==> src/rtl/actuator_guard_if.sv <==
`default_nettype none
// ============================================================================
// Module   : actuator_guard_if
// Brief    : Request/drive bundle between decision logic and the actuator guard.
// Revision : 1.0 - initial release
// ============================================================================
interface actuator_guard_if;
    logic       ena;
    logic [3:0] req;
    logic       override;
    logic       clr_timeout;
    logic [3:0] drive;
    logic [3:0] timeout;
    logic [2:0] active_cnt;

    modport master (
        output ena, req, override, clr_timeout,
        input  drive, timeout, active_cnt
    );

    modport slave (
        input  ena, req, override, clr_timeout,
        output drive, timeout, active_cnt
    );
endinterface
`default_nettype wire

==> src/rtl/actuator_guard.sv <==
`default_nettype none
// ============================================================================
// Module   : actuator_guard
// Brief    : Per-channel min-on/min-off/max-on protection with load budget
//            and one-start-per-cycle staggering for four relay drives.
// Revision : 1.0 - initial release
// ============================================================================
module actuator_guard #(
    parameter int TICK_DIV   = 25000,
    parameter int CNT_W      = 8,
    parameter int MIN_ON     = 3,
    parameter int MIN_OFF    = 2,
    parameter int MAX_ON     = 200,
    parameter int MAX_ACTIVE = 2
) (
    input  wire logic        clk,
    input  wire logic        rst_n,
    actuator_guard_if.slave  bus
);

    localparam int               c_pw         = (TICK_DIV > 1) ? $clog2(TICK_DIV) : 1;
    localparam logic [c_pw-1:0]  c_presc_last = c_pw'(TICK_DIV - 1);
    localparam logic [CNT_W-1:0] c_min_on     = CNT_W'(MIN_ON);
    localparam logic [CNT_W-1:0] c_min_off    = CNT_W'(MIN_OFF);
    localparam logic [CNT_W-1:0] c_max_on_m1  = CNT_W'(MAX_ON - 1);
    localparam logic [CNT_W-1:0] c_one        = CNT_W'(1);
    localparam logic [2:0]       c_max_active = 3'(MAX_ACTIVE);

    localparam logic [1:0] S_IDLE = 2'd0;
    localparam logic [1:0] S_ON   = 2'd1;
    localparam logic [1:0] S_COOL = 2'd2;

    logic [c_pw-1:0] r_presc;
    logic            w_tick;
    logic [3:0]      r_drive;
    logic [3:0]      r_timeout;
    logic [2:0]      r_active_cnt;
    logic [3:0]      w_elig;
    logic [3:0]      w_grant;
    logic [3:0]      w_drive_nxt;
    logic [3:0]      w_to_set;
    logic [2:0]      w_cnt_nxt;

    assign w_tick  = bus.ena && (r_presc == c_presc_last);
    // Isolate the lowest set bit: only one channel may start per cycle.
    assign w_grant = w_elig & (~w_elig + 4'd1);

    generate
        for (genvar gi = 0; gi < 4; gi++) begin : g_chan
            logic [1:0]       r_state, w_state_nxt;
            logic [CNT_W-1:0] r_min_cnt, w_min_nxt;
            logic [CNT_W-1:0] r_on_cnt, w_on_nxt;
            logic [CNT_W-1:0] r_off_cnt, w_off_nxt;
            logic             w_min_done;
            logic             w_off_done;

            assign w_elig[gi] = (r_state == S_IDLE) && bus.req[gi] && !r_timeout[gi] &&
                                !bus.override && bus.ena && (r_active_cnt < c_max_active);

            // Counting the expiring tick as done keeps durations within one tick period.
            assign w_min_done = (r_min_cnt == '0) || (w_tick && (r_min_cnt == c_one));
            assign w_off_done = (r_off_cnt == '0) || (w_tick && (r_off_cnt == c_one));

            always_comb begin
                w_state_nxt  = r_state;
                w_min_nxt    = r_min_cnt;
                w_on_nxt     = r_on_cnt;
                w_off_nxt    = r_off_cnt;
                w_to_set[gi] = 1'b0;
                case (r_state)
                    S_IDLE: begin
                        if (w_grant[gi]) begin
                            w_state_nxt = S_ON;
                            w_min_nxt   = c_min_on;
                            w_on_nxt    = '0;
                        end
                    end
                    S_ON: begin
                        if (bus.override) begin
                            w_state_nxt = S_COOL;
                            w_off_nxt   = c_min_off;
                        end else if (bus.ena) begin
                            if (w_tick) begin
                                if (r_min_cnt != '0) w_min_nxt = r_min_cnt - c_one;
                                w_on_nxt = r_on_cnt + c_one;
                            end
                            if (w_tick && (r_on_cnt == c_max_on_m1)) begin
                                w_state_nxt  = S_COOL;
                                w_off_nxt    = c_min_off;
                                w_to_set[gi] = 1'b1;
                            end else if (w_min_done && !bus.req[gi]) begin
                                w_state_nxt = S_COOL;
                                w_off_nxt   = c_min_off;
                            end
                        end
                    end
                    S_COOL: begin
                        if (bus.ena) begin
                            if (w_tick && (r_off_cnt != '0)) w_off_nxt = r_off_cnt - c_one;
                            if (w_off_done) w_state_nxt = S_IDLE;
                        end
                    end
                    default: w_state_nxt = S_IDLE;
                endcase
            end

            assign w_drive_nxt[gi] = (w_state_nxt == S_ON);

            always_ff @(posedge clk or negedge rst_n) begin
                if (!rst_n) begin
                    r_state   <= S_IDLE;
                    r_min_cnt <= '0;
                    r_on_cnt  <= '0;
                    r_off_cnt <= '0;
                end else begin
                    r_state   <= w_state_nxt;
                    r_min_cnt <= w_min_nxt;
                    r_on_cnt  <= w_on_nxt;
                    r_off_cnt <= w_off_nxt;
                end
            end
        end
    endgenerate

    always_comb begin
        w_cnt_nxt = '0;
        for (int i = 0; i < 4; i++) begin
            w_cnt_nxt = w_cnt_nxt + 3'(w_drive_nxt[i]);
        end
    end

    always_ff @(posedge clk or negedge rst_n) begin
        if (!rst_n) begin
            r_presc      <= '0;
            r_drive      <= '0;
            r_timeout    <= '0;
            r_active_cnt <= '0;
        end else begin
            if (bus.ena) begin
                r_presc <= w_tick ? '0 : r_presc + c_pw'(1);
            end
            r_drive      <= w_drive_nxt;
            // A new fault on the same edge as a clear must survive.
            r_timeout    <= (r_timeout & ~{4{bus.clr_timeout}}) | w_to_set;
            r_active_cnt <= w_cnt_nxt;
        end
    end

    assign bus.drive      = r_drive;
    assign bus.timeout    = r_timeout;
    assign bus.active_cnt = r_active_cnt;

endmodule
`default_nettype wire
==> src/flat_wrapper.sv <==
// flat-port wrapper written by rule: the top's interface ports become plain ports
module actuator_guard_flat 
#(
    parameter int TICK_DIV   = 25000,
    parameter int CNT_W      = 8,
    parameter int MIN_ON     = 3,
    parameter int MIN_OFF    = 2,
    parameter int MAX_ON     = 200,
    parameter int MAX_ACTIVE = 2
)
  (clk, rst_n, bus_ena, bus_req, bus_override, bus_clr_timeout, bus_drive, bus_timeout, bus_active_cnt);
  actuator_guard_if bus_i ();
  input  wire logic clk;
  input  wire logic rst_n;
  input wire logic [$bits(bus_i.ena)-1:0] bus_ena;
  input wire logic [$bits(bus_i.req)-1:0] bus_req;
  input wire logic [$bits(bus_i.override)-1:0] bus_override;
  input wire logic [$bits(bus_i.clr_timeout)-1:0] bus_clr_timeout;
  output wire logic [$bits(bus_i.drive)-1:0] bus_drive;
  output wire logic [$bits(bus_i.timeout)-1:0] bus_timeout;
  output wire logic [$bits(bus_i.active_cnt)-1:0] bus_active_cnt;
  assign bus_i.ena = bus_ena;
  assign bus_i.req = bus_req;
  assign bus_i.override = bus_override;
  assign bus_i.clr_timeout = bus_clr_timeout;
  assign bus_drive = bus_i.drive;
  assign bus_timeout = bus_i.timeout;
  assign bus_active_cnt = bus_i.active_cnt;
  actuator_guard #(.TICK_DIV(TICK_DIV), .CNT_W(CNT_W), .MIN_ON(MIN_ON), .MIN_OFF(MIN_OFF), .MAX_ON(MAX_ON), .MAX_ACTIVE(MAX_ACTIVE)) u_core (.clk(clk), .rst_n(rst_n), .bus(bus_i));
endmodule
==> config.mk <==
export PLATFORM = sky130hd
export DESIGN_NAME = actuator_guard_flat
export DESIGN_NICKNAME = d
export VERILOG_FILES = /design/src/rtl/actuator_guard_if.sv /design/src/rtl/actuator_guard.sv /design/src/flat_wrapper.sv
export SDC_FILE = /design/constraint.sdc
export NUM_CORES = 1
export LEC_CHECK = 0
export CAP_MARGIN = 25
export CORE_MARGIN = 4
export CORE_UTILIZATION = 46
export DETAILED_ROUTE_END_ITERATION = 12
export PLACE_DENSITY = 0.7
export SYNTH_ARGS = -nofsm -noshare
export SYNTH_HDL_FRONTEND = slang
export SYNTH_SLANG_ARGS = --single-unit
==> constraint.sdc <==
create_clock -name clk -period 5.22 [get_ports clk]
set_clock_uncertainty 0.15 [all_clocks]
set_input_delay 1.305 -clock clk [delete_from_list [all_inputs] [get_ports clk]]
set_output_delay 1.305 -clock clk [all_outputs]
set_load 0.01 [all_outputs]
==> results of run 1 <==
layout make-up:
class	instances	area (µm²)	area share (%)
clock buffers	23	478	5.72
clock inverters	6	57.6	0.688
inverters	35	131	1.57
multi-input cells	588	3880	46.5
flip-flops and latches	130	3250	38.9
well taps	211	264	3.16
repair buffers	30	294	3.52
routing by layer:
metal | vias to the layer above | global-route usage (%)
li1 | 2830 | -
met1 | 2801 | 27.2
met2 | 93 | 29.1
met3 | 21 | 4.40
met4 | 0 | 6.33
met5 | - | 0
worst min-delay path by stage:
stage	startpoint	slack, ps	end
floorplan	u_core.r_presc[12]$_DFFE_PN0P_	310	u_core.r_presc[12]$_DFFE_PN0P_
CTS	u_core.r_presc[12]$_DFFE_PN0P_	350	u_core.r_presc[12]$_DFFE_PN0P_
detailed placement	u_core.r_presc[12]$_DFFE_PN0P_	340	u_core.r_presc[12]$_DFFE_PN0P_
finish	u_core.r_presc[12]$_DFFE_PN0P_	340	u_core.r_presc[12]$_DFFE_PN0P_
global route	u_core.r_presc[12]$_DFFE_PN0P_	350	u_core.r_presc[12]$_DFFE_PN0P_
global placement	u_core.r_presc[12]$_DFFE_PN0P_	330	u_core.r_presc[12]$_DFFE_PN0P_
per-stage QoR:
step / cells / util [%] / hold slack (ps) / setup WS (ps)
5_1_grt: 1023 / 54.2 / 353 / 982
6_report: 1023 / 54.2 / 344 / 1170
2_1_floorplan: 774 / - / 306 / 1450
4_1_cts: 1021 / 54.0 / 348 / 1130
3_5_place_dp: 992 / 50.5 / 337 / 722
3_3_place_gp: 992 / 50.5 / 332 / 777
kinds of logic after synthesis:
group                    Yosys count  synth area share, %
multiplexers                       9                 1.29
AO/OA/AOI/OAI                    133                 11.6
adder cells (fa/ha/maj)           30                 5.20
buffers and inverters             56                 3.01
XOR/XNOR                          59                 7.02
flip-flops                       130                 44.2
AND/OR/NAND/NOR                  357                 27.7
power by group through the flow:
stage / clock, mW / sequential, mW / combinational [mW]
3_5_place_dp: 0 / 1.43 / 0.776
2_1_floorplan: 0 / 1.37 / 0.599
4_1_cts: 1.12 / 1.42 / 0.781
5_1_grt: 1.17 / 1.45 / 0.901
6_report: 1.10 / 1.42 / 0.780
3_3_place_gp: 0 / 1.43 / 0.753
cell usage in the layout (no fill, tap or decap), types with 19 or more instances in the layout:
cell and n:
nand3_1 29, a21oi_1 38, or3_1 19, nor2_1 90, nor3_1 29, nand4_1 24
nand2_1 39, inv_1 35, ha_1 29, xor2_1 42, dfrtp_1 130, o21ai_0 36
nand2b_1 20
flip-flops by register name, indices dropped and copies added (netlist names):
name,cells
u_core.bus.drive,4
u_core.r_presc,15
u_core.g_chan.r_on_cnt,32
u_core.bus.active_cnt,3
u_core.g_chan.r_state,8
u_core.g_chan.r_off_cnt,32
u_core.bus.timeout,4
u_core.g_chan.r_min_cnt,32
==> impl_results.md, run 1 <==
* Outcome: finished clean
* Diodes inserted at 0
* # clock sinks at 130
* DRT Pass-1 Iters at 6
* DRT Wirelength at 16000 µm
* DIE HEIGHT at about 130 µm
* Drt via density at 5.62
* Peak VDD IR at around 0.25 mV
* Post-synth EDFFs at 0
* Cts bufs inserted at 17
* Net Sw Frac at 32.8%
* Core Rows at 45
* Gate power share at between 20% and 30%
* Register area share after synthesis at between 40% and 50%
* Power density over the cells at ~400 mW/mm²
* Post-synth cell types at 69
* Vias at around 5700
* Switch Pwr at around 1.1 mW
* Layout net count at approximately 840
* Die X at roughly 130 µm
* Normalized max-slew margin at between 40 and 50%
* RD Place Congestion at between 0.8 and 0.9
* Met2 routed WL at 7230 µm
* Clock Tree Root: clkbuf_16
* Flop pwr share at a little over two fifths
* Die area at 0.0181 mm²
* Ys async rst share at 100%
* CP Class: primary input to flop
* CP Cell Sequence: clkdlybuf4s50_1, and4_1, nand4_1, o21ai_0, a21oi_1, or2_2, ha_1, inv_1, fa_1, inv_1, ha_1
* Top Family by Delay on Critical Path: simple AND/OR/NAND/NOR gates
* Worst-margin pin slew at approximately 860 ps
* Max Freq at 247 MHz
* Type of destination of the critical path: flop
* Internal cell power at between 2 and 2.5 mW
* Final instance area at about 0.0084 mm²
* Fillers at about 1400
* Crit path time final at ~4100 ps
* Crit Reg-Reg Endpoint: u_core.bus.active_cnt[1]$_DFF_PN0_
* Core area at approximately 0.015 mm²
* Count leader, synth: dfrtp_1
* Crit-path slowest cell: clkdlybuf4s50_1
* Mapped Avg Cell Area at 9.51 µm²
* M1 WL at 7900 µm
* DR DRC count at 0
* Worst path max stage delay at ~500 ps
* Number of max-cap violations at 0
* Post-Synthesis Cells at 774
* Number of global-route vias before repair at between 5000 and 6000
* CP Depth at 11
* Worst Path Arrival at approximately 4200 ps
* Ys flop type: dfrtp_1
* Starting Density at between 40 and 50%
* Met3 WL at about 670 µm
* Largest net degree at the start of global routing at 109
* PortBufs at 19
* Total chip power at ~3.3 mW
* Total GRT Usage at a little under a fifth
* # IOs at 20
* Clk pwr share at approximately a third
* Hold path depth at 1
* Detailed Route Iter0 Violations at 417
* Antenna violation net count after detailed routing at 0
* Setup crit end: u_core.bus.active_cnt[1]$_DFF_PN0_
* Clock Latency Late Sink at 430 ps
* Final Hold Vio Count at 0
* Syn Nets at between 800 and 900
* Top-area cell type share of the netlist area at 44.2%
* Cell Area, Synth at about 0.0074 mm²
* Post-DP HPWL at between 10000 and 15000 µm
* H-tree levels at 4
* Hold buffer count at cts at 0
* LEAKAGE at 3.79 nW
* Yosys top cell by area: dfrtp_1
* Highest routed metal layer: met4
* Worst Path Max Fanout at 11
* #FFs+latches synth at 130
* P&R area growth vs syn at 13.6%
* Setup TNS at 0 ps
* Placed Area at 0.00779 mm²
* R2R cell count at 10
* Grt ovf at 0
* WP buf/inv at 3
* Layout cells sized above 1 at 8.62%
* Critical path startpoint: bus_ena
* R2R Setup Slk at between 1500 and 2000 ps
* CP startpoint kind: primary input
* CP required at roughly 5400 ps
* RSZ-0062 raised after global routing: no
* First-pass GRT wire length at 27800 µm
* CTS max path bufs at 2
* Synthesis Warnings at 0
* Final period util at 77.6%
* Initial antenna violation count at 0
* Clock-pin transition on the worst setup and hold timing paths at about 50 ps
* Largest cells by area after synthesis: dfrtp_1, xor2_1, ha_1, nor2_1, a21oi_1
* Resized Gates After CTS at 0
* Top cells by count, synth: dfrtp_1, nor2_1, xor2_1, nand2_1, a21oi_1
* Routed len/inst at approximately 16 µm
* Final setup viols at 0
* Final slew viol count at 0
* Postcts setup bufs at 0
* Hold Path Class: flop to flop
* CTS tree: yes
* Reg-to-Reg Start: u_core.r_presc[5]$_DFFE_PN0P_
Power figures use the tool's default switching activity.
==> inputs of run 2 (changes only) <==
==> constraint.sdc (replaced) <==
create_clock -name clk -period 3.77 [get_ports clk]
set_clock_uncertainty 0.15 [all_clocks]
set_input_delay 0.9425 -clock clk [delete_from_list [all_inputs] [get_ports clk]]
set_output_delay 0.9425 -clock clk [all_outputs]
set_load 0.01 [all_outputs]
==> run 2 against run 1 <==
Combinational power is 47% higher. Sequential share of layout area is 0.85 points lower. Critical path type unchanged. Setup slack worse by 820 ps. Routed wire length is 1.7% higher. Sequential cell count stayed put. Power is 40% higher. First-iteration DRC count stayed put. Largest power group unchanged.
==> impl_results.md, run 2 (synthesis gave the netlist of run 1 again) <==
* Starting Density at about 48%
* Outcome: finished clean
* Layout net count at 865
* RSZ-0062 raised after global routing: no
* Layout Utilization at around 55%
* Resized Gates After CTS at 0
* Diodes inserted at 0
* CP Cell Sequence: clkdlybuf4s50_1, nor3_1, and2_1, a31oi_1, o21ai_0, a21oi_1, or2_2, ha_1, inv_1, fa_1, inv_1, ha_1
* Total GRT Usage at 19.4%
* Total chip power at around 4.6 mW
* Peak VDD IR at between 0.3 and 0.4 mV
* PortBufs at 19
* P&R area growth vs syn at 16.2%
* Worst Path Arrival at 3580 ps
* Largest net degree at the start of global routing at 80
* Number of max-cap violations at 0
* Final period util at between 90 and 100%
* Placed Area at 0.00801 mm²
* Detailed Route Iter0 Violations at about 420
* Grt ovf at 0
* Worst Path Max Fanout at 2
* RD Place Congestion at 0.806
* Hold Path Class: flop to flop
* Routed len/inst at approximately 16 µm
* # IOs at 20
* Clock Latency Late Sink at about 430 ps
* Final setup viols at 0
* CTS max path bufs at 2
* CP startpoint kind: primary input
* Vias at between 5000 and 6000
* Die area at about 0.018 mm²
* Crit path time final at about 3400 ps
* Die X at ~130 µm
* Clock Tree Root: clkbuf_16
* Post-DP HPWL at between 10000 and 15000 µm
* Type of destination of the critical path: flop
* Most common cell after layout, fill and taps aside: dfrtp_1
* Layout cells sized above 1 at 11.3%
* LEAKAGE at 3.92 nW
* Final slew viol count at 0
* Biggest registers after layout: u_core.g_chan.r_min_cnt (32), u_core.g_chan.r_off_cnt (32), u_core.g_chan.r_on_cnt (32)
* H-tree levels at 4
* Clock-pin transition on the worst setup and hold timing paths at about 60 ps
* Final instance area at approximately 0.0086 mm²
* CTS tree: yes
* # clock sinks at 130
* Hold buffer count at cts at 0
* Most frequent cells in the layout: dfrtp_1, nor2_1, xor2_1, nand2_1, a21oi_1
* Cts bufs inserted at 17
* Initial antenna violation count at 0
* DRT Pass-1 Iters at 5
* Worst path max stage delay at 440 ps
* Worst setup margin at 349 ps
* First-pass GRT wire length at between 20000 and 30000 µm
* Postcts setup bufs at 0
* DR DRC count at 0
* Number of global-route vias before repair at 5627
* Max Freq at ~290 MHz
* DRT Wirelength at between 15000 and 20000 µm
* Normalized max-slew margin at just over 30%
* Core Rows at 45
* Crit-path slowest cell: clkdlybuf4s50_1
* CP Class: primary input to flop
* Final Hold Vio Count at 0
* Antenna violation net count after detailed routing at 0
* Dpl ws at -83.5 ps
* CP required at roughly 3900 ps
* Drt via density at 5.58
* Power density over the cells at 539 mW/mm²
* DIE HEIGHT at approximately 130 µm
* Core area at about 0.015 mm²
* Worst-margin pin slew at roughly 1000 ps
==> run 2: metal layers <==
| metal | routed length [µm] | GRT usage, % |
|---|---|---|
| met1 | 8120 | 28.2 |
| met2 | 7390 | 28.9 |
| met3 | 557 | 4.28 |
| met4 | 238 | 6.62 |
| met5 | 0 | 0 |
==> run 2: area by class of cell <==
type	instances	area [µm²]
fillers	1435	6880
multi-input cells	588	3880
flip-flops and latches	130	3250
clock buffers	27	513
repair buffers	54	479
well taps	211	264
inverters	35	131
clock inverters	5	25.0
==> run 2: metrics by stage <==
| step | hold WS, ps | std cells | TNS (ps) |
|---|---|---|---|
| finish | 346 | 1050 | 0 |
| global route | 380 | 1050 | 0 |
| CTS | 342 | 1050 | 0 |
| detailed placement | 335 | 1018 | -246 |
| global placement | 325 | 1018 | -59.8 |
| floorplan | 306 | 774 | 0 |
==> run 2: critical path: cells and delay by family <==
kind	cells	cell delay, ps
AOI/OAI and AO/OA	3	450
adders and majority gates	3	850
buffers and inverters	3	540
and+or+nand+nor	3	800
==> run 2: worst paths after layout <==
| check | start | end | slack (ps) | depth (start not counted) |
|---|---|---|---|---|
| setup / recovery | bus_req[1] | u_core.bus.active_cnt[1]$_DFF_PN0_ | 350 | 12 |
| hold / removal | u_core.r_presc[12]$_DFFE_PN0P_ | u_core.r_presc[12]$_DFFE_PN0P_ | 350 | 1 |
| setup reg to reg | u_core.g_chan[1].r_on_cnt[1]$_DFFE_PN0P_ | u_core.bus.active_cnt[1]$_DFF_PN0_ | 540 | 12 |
| hold reg to reg | u_core.r_presc[12]$_DFFE_PN0P_ | u_core.r_presc[12]$_DFFE_PN0P_ | 350 | 1 |
| max in group asynchronous | rst_n | u_core.g_chan[2].r_min_cnt[5]$_DFFE_PN0P_ | 2330 | 2 |
| min in group asynchronous | rst_n | u_core.g_chan[0].r_on_cnt[7]$_DFFE_PN0P_ | 400 | 1 |
==> run 2: power by group <==
part	internal [mW]	switching [mW]
clock	0.921	0.590
combinational	0.516	0.633
sequential	1.66	0.296
total	3.09	1.52
==> inputs of run 3 (changes only) <==
--- a/config.mk
+++ b/config.mk
@@ -5,11 +5,14 @@
 export SDC_FILE = /design/constraint.sdc
 export NUM_CORES = 1
 export LEC_CHECK = 0
+export ABC_CLOCK_PERIOD_IN_PS = 3770
 export CAP_MARGIN = 25
+export CELL_PAD_IN_SITES_DETAIL_PLACEMENT = 1
+export CELL_PAD_IN_SITES_GLOBAL_PLACEMENT = 2
 export CORE_MARGIN = 4
-export CORE_UTILIZATION = 46
+export CORE_UTILIZATION = 40
 export DETAILED_ROUTE_END_ITERATION = 12
-export PLACE_DENSITY = 0.7
+export PLACE_DENSITY = 0.88
 export SYNTH_ARGS = -nofsm -noshare
 export SYNTH_HDL_FRONTEND = slang
 export SYNTH_SLANG_ARGS = --single-unit
==> run 3 against run 2 <==
Global-route usage up 0.97 points. Maximum frequency decreased by 2.8%. Via count rose by 4.1%. Register-to-register slack got worse by 100 ps. Count of clock-buffer cells in the layout down 8. Power rose by 8.1%. Core utilization fell by 7.5 points. First-iteration DRC count shrank 16%. Critical path type unchanged. Largest cell class unchanged. Highest routed layer unchanged.
==> impl_results.md, run 3 (synthesis gave the netlist of run 1 again) <==
* LEAKAGE at between 3 and 4 nW
* Diodes inserted at 0
* H-tree levels at 4
* Type of destination of the critical path: flop
* Final slew viol count at 0
* Number of global-route vias before repair at around 6700
* DRT Pass-1 Iters at 4
* Number of max-cap violations at 0
* Routed len/inst at around 19 µm
* Hold Path Class: flop to flop
* Core area at about 0.018 mm²
* CP Cell Sequence: clkdlybuf4s50_1, and4_1, nand4_1, o21ai_0, a21oi_1, or2_2, ha_1, inv_1, fa_1, inv_1, ha_1
* Crit-path slowest cell: clkdlybuf4s50_1
* Power density over the cells at roughly 580 mW/mm²
* Total chip power at between 4 and 5 mW
* Met2 GRT Util at between 30 and 40%
* Layout cells sized above 1 at a little under an eighth
* DRT Wirelength at slightly above 20000 µm
* Peak VDD IR at ~0.31 mV
* Die area at 0.0206 mm²
* Crit Reg-Reg Endpoint: u_core.bus.active_cnt[1]$_DFF_PN0_
* Normalized max-slew margin at a little under half
* Largest net degree at the start of global routing at 131
* Final setup viols at 0
* Postcts setup bufs at 0
* DR DRC count at 0
* Initial antenna violation count at 0
* Layout net count at 865
* RD Place Congestion at approximately 0.86
* Vias at 6095
* M1 GR Usage at around a quarter
* Detailed Route Iter0 Violations at approximately 350
* Setup TNS at 0 ps
* Worst Path Max Fanout at 5
* Clock Tree Root: clkbuf_16
* Fillers at 2059
* Biggest registers after layout: u_core.g_chan.r_min_cnt (32), u_core.g_chan.r_off_cnt (32), u_core.g_chan.r_on_cnt (32)
* Worst-margin pin slew at 782 ps
* Reg-to-Reg Start: u_core.g_chan[1].r_on_cnt[0]$_DFFE_PN0P_
* Clock-pin transition on the worst setup and hold timing paths at 60 ps
* RSZ-0062 raised after global routing: no
* Hold buffer count at cts at 0
* First-pass GRT wire length at around 34000 µm
* Clock Latency Late Sink at 430 ps
* Min-Delay Endpoint: u_core.r_presc[12]$_DFFE_PN0P_
* Worst Hold Slack at approximately 370 ps
* Final Hold Vio Count at 0
* # IOs at 20
* Post-DP HPWL at roughly 14000 µm
* CP startpoint kind: primary input
* Die X at around 140 µm
* Resized Gates After CTS at 0
* Cts bufs inserted at 17
* Most frequent cells in the layout: dfrtp_1, nor2_1, xor2_1, nand2_1, a21oi_1
* Drt via density at around 5.7
* CP Class: primary input to flop
* R2R cell count at 13
* # clock sinks at 130
* Worst path max stage delay at roughly 500 ps
* Antenna violation net count after detailed routing at 0
* CTS tree: yes
* Outcome: finished clean
* R2R Setup Slk at 440 ps
* Most common cell after layout, fill and taps aside: dfrtp_1
* Hold path depth at 1
* Total GRT Usage at between 20% and 30%
* Hold path startpoint: u_core.r_presc[12]$_DFFE_PN0P_
* CP required at slightly below 4000 ps
* Global routing's busiest layer: met2
* CTS max path bufs at 2
* Grt ovf at 0
* Top Family by Delay on Critical Path: adder cells
* Starting Density at around 40%
* Crit path time final at 3520 ps
* WP buf/inv at 3
* DIE HEIGHT at 144 µm
* Core Rows at slightly below 50
* Worst Path Arrival at roughly 3700 ps
* P&R area growth vs syn at 17.5%
* Final period util at between 90% and 100%
* Max Freq at 284 MHz
* Grt met3 use at 3.33%
* PortBufs at 19
## run 3: cell types whose count changed in the layout (fill, tap and decap cells not counted)
cell and delta:
buf_6 -1, clkinvlp_4 +5, clkbuf_8 -4, clkbuf_1 -4
clkinv_4 +2, buf_4 +1, buf_12 -1, clkinv_2 -3
clkbuf_4 +1, bufinv_16 +4
## run 3: routing by layer
layer	part of all wire [%]	vias to the layer above
met3	2.1	22
met4	1.7	0
met1	45	3125
li1	-	2876
met2	51	72
met5	0	-
## run 3: how the worst max path moves through the flow
stage,startpoint,to,depth (start not counted)
final,bus_ena,u_core.bus.active_cnt[1]$_DFF_PN0_,11
after global routing,bus_ena,u_core.bus.active_cnt[1]$_DFF_PN0_,11
after CTS,bus_ena,u_core.bus.active_cnt[1]$_DFF_PN0_,11
after detailed placement,bus_ena,u_core.bus.active_cnt[1]$_DFF_PN0_,11
after global placement,bus_ena,u_core.bus.active_cnt[1]$_DFF_PN0_,11
after floorplan,bus_ena,u_core.bus.active_cnt[1]$_DFF_PN0_,12
## run 3: worst reg2reg max path, cell delays in order, from the launching register on
cell      delay, ps
dfrtp_1         400
ha_1            260
nand4b_1        110
nor4b_1         350
buf_4           190
a31oi_1          50
o21ai_0         260
a21oi_1         130
or2_2           300
ha_1            300
inv_1            60
fa_1            380
inv_1            70
ha_1            210
## run 3: report_power, final
part           internal (mW)  total [mW]  switching, mW
registers               1.65        1.98          0.321
clock network           1.12        1.77          0.649
logic                  0.528        1.24          0.709
total                   3.31        4.99           1.68
## run 3: area by class of cell
cell class	count	area (µm²)	area share (%)
multi-input combinational	588	3880	44.9
sequential	130	3250	37.6
timing repair buffer	54	463	5.35
clock buffer	19	443	5.12
tap	229	287	3.31
clock inverter	13	185	2.14
inverter	35	131	1.52
## run 3: metrics by stage
step | cell area (µm²) | util [%] | worst slack, ps | std cells
floorplan | 7360 | - | 361 | 774
global placement | 8010 | 44.4 | -6.23 | 1035
detailed placement | 8010 | 44.4 | -173 | 1035
CTS | 8640 | 47.9 | 232 | 1067
global route | 8650 | 48.0 | 79.9 | 1068
finish | 8650 | 48.0 | 251 | 1068
